<file path="src/rtl/divider_sweep_pkg.sv">
// divider_sweep_pkg
// Shared definitions for the divider sweep driver: the sweep FSM state
// encoding and the operand range of the exhaustive sweep.
package divider_sweep_pkg;

  typedef enum logic [2:0] {
    IDLE,
    LOAD,
    WAIT_DONE,
    CHECK,
    ACK,
    WAIT_CLEAR,
    NEXT,
    FIN
  } state_t;

  // Operand range. Y starts at 1 because a zero divisor never completes.
  localparam logic [3:0] X_MAX     = 4'd15;
  localparam logic [3:0] Y_MIN     = 4'd1;
  localparam logic [3:0] Y_MAX     = 4'd15;
  localparam int         NUM_CASES = 240;

endpackage

</file>
<file path="src/rtl/divider_sweep_driver.sv">
// divider_sweep_driver
// Self-checking initiator for the divider core. A Go pulse starts a sweep of
// every operand pair X = 0..15, Y = 1..15. Each result is compared with a
// combinational golden X/Y, X%Y; mismatches are counted and the first failing
// operands are latched. A hung core (Done never rising, or never falling after
// Ack) ends the sweep with Hung set.
//
// Ports:
//   board_clk, Reset      clock; asynchronous active-high reset
//   Go                    single-cycle start pulse (ignored while Busy)
//   Done                  divider Done
//   Quotient, Remainder   divider results (4 bits each)
//   Xin, Yin              operands to the divider (registered)
//   Start, Ack            divider handshake (decoded from state)
//   Busy                  sweep in progress (decoded from state)
//   Finished, Hung        sweep ended / ended by timeout (registered)
//   ErrCount, CaseCount   mismatch count (saturating) / cases checked
//   FirstErrX, FirstErrY  operands of the first mismatch
//
// Handshake: Start is high for exactly one cycle (LOAD) with Xin/Yin already
// stable. The core raises Done when its results are valid; the driver samples
// the results the cycle after it first sees Done, then pulses Ack for one
// cycle. The core must then drop Done before the next Start. Xin/Yin only
// change in NEXT, so they stay stable across the whole transaction.
module divider_sweep_driver
  import divider_sweep_pkg::*;
#(
  parameter int unsigned TIMEOUT = 63
) (
  input  logic       board_clk,
  input  logic       Reset,
  input  logic       Go,
  input  logic       Done,
  input  logic [3:0] Quotient,
  input  logic [3:0] Remainder,
  output logic [3:0] Xin,
  output logic [3:0] Yin,
  output logic       Start,
  output logic       Ack,
  output logic       Busy,
  output logic       Finished,
  output logic       Hung,
  output logic [7:0] ErrCount,
  output logic [7:0] CaseCount,
  output logic [3:0] FirstErrX,
  output logic [3:0] FirstErrY
);

  // The timer reads 0 on the first cycle in a wait state, so expiring at
  // TIMEOUT-1 leaves the FSM in FIN exactly TIMEOUT cycles after entry.
  localparam logic [7:0] TIMER_LAST = 8'(TIMEOUT - 1);

  state_t     state;
  state_t     state_next;
  logic [7:0] timer;
  logic       timer_expired;
  logic       hang_event;
  logic       sweep_last;
  logic [3:0] gold_q;
  logic [3:0] gold_r;
  logic       mismatch;

  // Golden model; Yin is never 0 so the division is always defined.
  assign gold_q   = Xin / Yin;
  assign gold_r   = Xin % Yin;
  assign mismatch = ({Quotient, Remainder} != {gold_q, gold_r});

  assign timer_expired = (timer == TIMER_LAST);
  assign sweep_last    = (Xin == X_MAX) && (Yin == Y_MAX);

  assign Start = (state == LOAD);
  assign Ack   = (state == ACK);
  assign Busy  = (state != IDLE);

  // Next-state logic.
  always_comb begin
    state_next = state;
    hang_event = 1'b0;
    case (state)
      IDLE:       if (Go) state_next = LOAD;
      LOAD:       state_next = WAIT_DONE;
      WAIT_DONE: begin
        if (Done) begin
          state_next = CHECK;
        end else if (timer_expired) begin
          state_next = FIN;
          hang_event = 1'b1;
        end
      end
      CHECK:      state_next = ACK;
      ACK:        state_next = WAIT_CLEAR;
      WAIT_CLEAR: begin
        if (!Done) begin
          state_next = NEXT;
        end else if (timer_expired) begin
          state_next = FIN;
          hang_event = 1'b1;
        end
      end
      NEXT:       state_next = sweep_last ? FIN : LOAD;
      FIN:        state_next = IDLE;
      default:    state_next = IDLE;
    endcase
  end

  always_ff @(posedge board_clk or posedge Reset) begin
    if (Reset) state <= IDLE;
    else       state <= state_next;
  end

  // Wait timer: runs only in the two wait states, cleared everywhere else,
  // which clears it on entry to either wait state.
  always_ff @(posedge board_clk or posedge Reset) begin
    if (Reset) begin
      timer <= 8'd0;
    end else if ((state == WAIT_DONE) || (state == WAIT_CLEAR)) begin
      timer <= timer + 8'd1;
    end else begin
      timer <= 8'd0;
    end
  end

  // Operands, counters and status flags.
  always_ff @(posedge board_clk or posedge Reset) begin
    if (Reset) begin
      Xin       <= 4'd0;
      Yin       <= Y_MIN;
      Finished  <= 1'b0;
      Hung      <= 1'b0;
      ErrCount  <= 8'd0;
      CaseCount <= 8'd0;
      FirstErrX <= 4'd0;
      FirstErrY <= 4'd0;
    end else begin
      case (state)
        IDLE: begin
          if (Go) begin
            Xin       <= 4'd0;
            Yin       <= Y_MIN;
            Finished  <= 1'b0;
            Hung      <= 1'b0;
            ErrCount  <= 8'd0;
            CaseCount <= 8'd0;
            FirstErrX <= 4'd0;
            FirstErrY <= 4'd0;
          end
        end
        CHECK: begin
          if (mismatch) begin
            if (ErrCount != 8'hFF) ErrCount <= ErrCount + 8'd1;
            if (ErrCount == 8'd0) begin
              FirstErrX <= Xin;
              FirstErrY <= Yin;
            end
          end
          CaseCount <= CaseCount + 8'd1;
        end
        NEXT: begin
          if (Yin < Y_MAX) begin
            Yin <= Yin + 4'd1;
          end else if (Xin < X_MAX) begin
            Yin <= Y_MIN;
            Xin <= Xin + 4'd1;
          end
        end
        default: ;
      endcase

      if (hang_event) Hung <= 1'b1;
      // Finished rises on the edge that enters FIN, with the final counts.
      if ((state_next == FIN) && (state != FIN)) Finished <= 1'b1;
    end
  end

endmodule

</file>
<file path="config.mk">
export PLATFORM = sky130hd
export DESIGN_NAME = divider_sweep_driver
export DESIGN_NICKNAME = d
export VERILOG_FILES = /design/src/rtl/divider_sweep_pkg.sv /design/src/rtl/divider_sweep_driver.sv
export SDC_FILE = /design/constraint.sdc
export NUM_CORES = 1
export LEC_CHECK = 0
export CAP_MARGIN = 20
export CORE_UTILIZATION = 40
export CTS_CLUSTER_DIAMETER = 50
export DETAILED_ROUTE_END_ITERATION = 6
export PLACE_DENSITY = 0.72
export SLEW_MARGIN = 40
export SYNTH_ARGS = -nofsm -noshare
export SYNTH_HDL_FRONTEND = slang
export SYNTH_SLANG_ARGS = --single-unit
</file>
<file path="constraint.sdc">
create_clock -name board_clk -period 4.6 [get_ports board_clk]
set_input_delay 0.69 -clock board_clk [delete_from_list [all_inputs] [get_ports board_clk]]
set_output_delay 0.69 -clock board_clk [all_outputs]
set_load 0.005 [all_outputs]
</file>
Word level (Yosys, flattened, before mapping)
Index checks and enable logic that the tools add are counted.

Register bits: 45. Output and inout port bits: 37. Logic and storage cells: 93. Input port bits: 12.

Reductions and logical operators: 19. Add/sub/neg operators: 5. Equal/unequal tests: 21. Mux-type cells: 34. Div/mod/pow operators: 2. Magnitude comparators: 2.

Operator list (count): two-way mux 4 bit (10); two-way mux 8 bit (4); case mux 4 bit (2 select lines) (4); case mux 8 bit (2 select lines) (2); adder 8 x 1 -> 8 bit, second input constant (3); case mux 3 bit (8 select lines) (1); equality test 3 bit, second input constant (5); two-way mux 3 bit (5); inequality test 2 bit, second input constant (6); AND reduction 4 bit (3); nonzero test 2 bit (6); adder 4 x 1 -> 4 bit, second input constant (2); equality test 4 bit, second input constant (2); equality test 8 x 6 -> 1 bit, second input constant (1); logical NOT 8 bit (1); less-than comparator 4 bit, second input constant (2); inequality test 8 bit (1); inequality test 8 bit, second input constant (1); two-way mux 1 bit (7); equality test 3 x 2 -> 1 bit, second input constant (2); inequality test 3 bit, second input constant (2); AND reduction 2 bit (3); divider 4 x 4 -> 4 bit (1); remainder unit 4 x 4 -> 4 bit (1); 7 further kinds (8).

Longest topological paths before layout
Word-level depth: 8. Gate-level depth with buffers: 23.

Least setup slack after synthesis
No wires, ideal clock.

Kind: register to register. Start point: register Yin[0]. End point: register FirstErrX[0]. Setup slack: -0.510 ns. Data arrival time: 4.985 ns. Setup time: 0.125 ns. Required time: 4.475 ns. Buffers on the path: 0. Cell stages (with the launch flop): 23. Cell sequence: dfstp_2 > inv_1 > ha_1 > nor4b_2 > a2bb2oi_2 > ha_1 > o21a_1 > o21ai_1 > o21ai_0 > ha_1 > a21oi_1 > a21oi_1 > a221oi_4 > inv_1 > fa_1 > nand2b_1 > o221ai_1 > and3_1 > mux2i_1 > a211oi_2 > nand4b_4 > a21boi_4 > mux2_4.

Word-level cells in the longest chain between the ends: 4.

Ends and longest elaborated chain: from (decl) (RTL line divider_sweep_driver.sv:37) `output logic [3:0] Yin,`; from (signal assigned) (RTL line divider_sweep_driver.sv:160) `Yin <= Yin + 4'd1;`; remainder unit 4 x 4 -> 4 bit or divider 4 x 4 -> 4 bit (tied branches) (RTL line divider_sweep_driver.sv:65, divider_sweep_driver.sv:64); inequality test 8 bit * (RTL line divider_sweep_driver.sv:66) `assign mismatch = ({Quotient, Remainder} != {gold_q, gold_r});`; inequality test 2 bit (no source line) *; AND reduction 4 bit (no source line) *; to (signal assigned) (RTL line divider_sweep_driver.sv:152) `FirstErrX <= Xin;`; to (decl) (RTL line divider_sweep_driver.sv:45) `output logic [3:0] FirstErrX,`.

Every way passes the cells marked *; elsewhere a longest branch is shown, timed or not. A chain may end at the register's enable or synchronous reset.

Worst setup path in the final report
Start point: register Yin[0]. End point: register FirstErrX[2].

Same word-level chain as after synthesis.

==> flow_summary_export.csv <==
group,metric,value,unit
outcome,outcome,"complete, but fails checks",
outcome,violations,"setup timing",
die,start_util,42.21,%
clock_network,path_clk_slew,0.09,ns
clock_network,cts_made_buffers,5,
sta,setup_viol,16,
synth,ys_ff_latch,45,
synth,ys.flop_type,"dfrtp_1",
place,gp_congestion,0.8309,
die,die_w,90.42,um
synth,ys.warnings.count,0,
sta,rsz0062_at_grt,"true",
worst_hold_path,min-delay-start,"CaseCount[7]",
worst_hold_path,hp-class,"flip-flop to flip-flop",
die,io-pin-count,49,
worst_setup_path,critPathLaunch,"Yin[0]",
worst_setup_path,crit_slowest_cell,"dfstp_2",
worst_setup_path,path_max_fanout,7,
final_layout,layout_commonest_cell,"clkdlybuf4s50_1",
clock_network,cts_buffer_depth,2,
clock_network,cts_tree,"built",
place,port_buffers,48,
job,max_cap_violations,0,
routing,vias_per_cell,5.407,
routing,drt_iter0_drc,137,
synth,syn_area,3127,um^2
sta,finalHoldViolCount,0,
synth,synth_cell_types,62,
global_route,grt_start_max_net_pins,46,
sta,min_period,4.858,ns
synth,yosysSeqAreaShare,36.05,%
clock_network,cts_root_buf,"clkbuf_8",
routing,post-route-drc-count,0,
final_layout,fin_cells,538,
power,p_per_area,735.7,nW/um^2
synth,avgSynthCellArea,9.011,um^2
sta,finalCritPeriodShare,105.6,%
clock_network,cts.htree.levels,2,
power,power,0.003207,W
final_layout,layout.nets,471,
synth,synth_area_leaders,"dfrtp_1 (35%), ha_1 (8.0%), o21ai_0 (4.8%), nand2_1 (3.8%), nor2_1 (3.5%)",
global_route,grt_overflow,0,
place,dp_slack,-0.2967,ns
global_route,antenna_found_initial,0,
synth,synthArstFlopShare,100.0,%
global_route,grt_pass1_wl,14030,um
synth,synth_cells,347,
global_route,grt-busiest-layer,"met2",
sta,whs,0.5057,ns
worst_setup_path,cp_common_cell,"ha_4",
synth,synth_edf_count,0,
synth,yosys.area.top_type_share,35.21,%
worst_setup_path,r2r-start,"Yin[0]",
sta,worst_pin_slew,0.7821,ns
routing,wl_per_cell,15.25,um
power,power_leakage,1.886,nW
worst_setup_path,critPathLaunchType,"flip-flop",
global_route,met2_usage,38.17,%
worst_setup_path,cp-end-kind,"flip-flop",
power,peakVddDrop,413.8,uV
sta,max_slew_margin,47.74,%
die,die-area,8175,um^2
final_layout,area_delta_synth_final,39.42,%
die,rows,31,
routing,postRouteAntennaNets,0,
sta,fin_worst_skew,0.009924,ns
global_route,grt.total_usage,21.00,%
die,die_h,90.42,um
global_route,grt_pass1_vias,3033,
worst_setup_path,cp.arrival,5.07,ns
synth,post-synth-top-area-cell,"dfrtp_1",
die,core_area,7408,um^2
synth,synth.net_count,380,
worst_setup_path,critPathBufInv,3,
final_layout,final_cell_mix,"clkdlybuf4s50_1 (48), dfrtp_1 (44), buf_4 (39), nand2_1 (32), nor2_1 (28)",
global_route,grt_use_met1,25.47,%
worst_setup_path,critical-path-top-delay-family,"compound AO/OA/AOI/OAI gates",
worst_setup_path,critPathKind,"flip-flop to flip-flop",
worst_setup_path,critPathRequiredTime,4.81,ns
routing,vias,2909,
routing,first_pass_iters,4,
routing,wirelength,8206,um
sta,setup_slack,-0.2579,ns
final_layout,n_antenna_cell,0,
sta,drv_slew,0,
place,place_inst,516,
global_route,gr-usage-met3,3.283,%
clock_network,clkLatencyLatePin,0.31,ns
clock_network,cts_num_sinks,45,
place,dp_hpwl,5759,um
final_layout,drive_gt1_share,22.78,%
sta,max_freq,205.9,MHz
worst_setup_path,slowest_delay,0.54,ns
worst_setup_path,crit_path_cell_trace,"inv_2 -> ha_4 -> nor4b_4 -> a2bb2oi_2 -> ha_4 -> o21a_1 -> o21ai_2 -> nand2_1 -> o21ai_2 -> ha_4 -> a21oi_4 -> a21oi_2 -> a221oi_4 -> inv_2 -> fa_2 -> nand2b_4 -> o221a_4 -> nor2_4 -> nand3_2 -> mux2i_1 -> nand4b_4 -> a21boi_4 -> buf_6 -> mux2i_2",
[path summary, 6_finish.rpt]
| path | to | slack, ns | depth (start not counted) |
|---|---|---|---|
| worst max-delay path | FirstErrX[2] | -0.26 | 24 |
| worst min-delay path | CaseCount[7] | 0.51 | 1 |
| worst max register to register | FirstErrX[2] | -0.26 | 24 |
| worst min register to register | CaseCount[7] | 0.51 | 1 |
| max in group asynchronous | FirstErrX[0] | 3.37 | 3 |
| min in group asynchronous | CaseCount[3] | 0.83 | 3 |
[per-layer routing]
layer	wire, um	vias up
li1	-	1425
met1	3545	1435
met2	4346	42
met3	233	7
met4	81	0
met5	0	-
[synth_stat cells, types with 3 or more instances]
library cell   n
nor3_1        14
clkbuf_1       6
nand3_1       18
mux2_4         5
and3_1         9
dfrtp_1       44
and2_1         4
inv_1         20
mux2i_1        8
o21ai_0       30
nand2b_1       6
a31oi_1        3
o211ai_1       7
o21a_1         3
xnor2_1        7
nand2_1       32
nor2_1        29
nor2b_1        6
a21oi_1       11
ha_1          20
nor3b_1        4
xor2_1         8
nand4_1        8
[registers in the layout, summed over array words and instances, names as in the netlist]
name,count
Xin,4
Hung,1
ErrCount,8
FirstErrX,4
Yin,4
timer,8
FirstErrY,4
Finished,1
CaseCount,8
state,3
[cell type report]
| class | count | area (um^2) |
|---|---|---|
| sequential | 45 | 1127 |
| timing repair buffer | 93 | 853.3 |
| tap | 99 | 123.9 |
| clock buffer | 6 | 72.57 |
| fill | 633 | 3049 |
| multi-input combinational | 272 | 2088 |
| inverter | 21 | 78.83 |
| clock inverter | 2 | 15.01 |
[logic make-up after synthesis]
logic type | synth area share (%)
AND/OR/NAND/NOR | 23.77
AO/OA/AOI/OAI | 18.09
flip-flops | 36.05
buffers and inverters | 3.921
adder cells (fa/ha/maj) | 8.643
XOR/XNOR | 4.202
multiplexers | 5.322
[worst register-to-register path: stages, from the launching register on]
cell       delay, ns
dfstp_2         0.54
inv_2           0.05
ha_4            0.15
nor4b_4         0.12
a2bb2oi_2       0.18
ha_4            0.26
o21a_1          0.13
o21ai_2         0.22
nand2_1         0.10
o21ai_2         0.09
ha_4            0.25
a21oi_4         0.17
a21oi_2         0.08
a221oi_4        0.35
inv_2           0.07
fa_2            0.42
nand2b_4        0.10
o221a_4         0.24
nor2_4          0.06
nand3_2         0.07
mux2i_1         0.18
nand4b_4        0.18
a21boi_4        0.37
buf_6           0.16
mux2i_2         0.22
[metrics by stage]
| stage | instance area, um^2 | util (%) | setup TNS (ns) |
|---|---|---|---|
| 2_1_floorplan | 3202 | - | -1.765 |
| 3_3_place_gp | 3995 | 53.93 | -1.386 |
| 3_5_place_dp | 3995 | 53.93 | -3.406 |
| 4_1_cts | 4289 | 57.90 | -1.343 |
| 5_1_grt | 4359 | 58.84 | -6.836 |
| 6_report | 4359 | 58.84 | -3.132 |
[power breakdown]
group          leakage [nW]  switching (W)  internal (W)  total, W
clock network        0.0374       0.000141      0.000107  0.000249
registers             0.617      0.0000874      0.000447  0.000535
logic                  1.23        0.00115       0.00128   0.00242
total                  1.89        0.00138       0.00183   0.00321
[repair_timing]
item / in CTS / in global routing
hold buffers: 0 / 0
gates resized for setup: 17 / 13
endpoints found under the setup margin: 16 / 16
setup buffers: 13 / 4
pin swaps: 21 / 25
No activity file was read; power rests on OpenSTA's default activity.
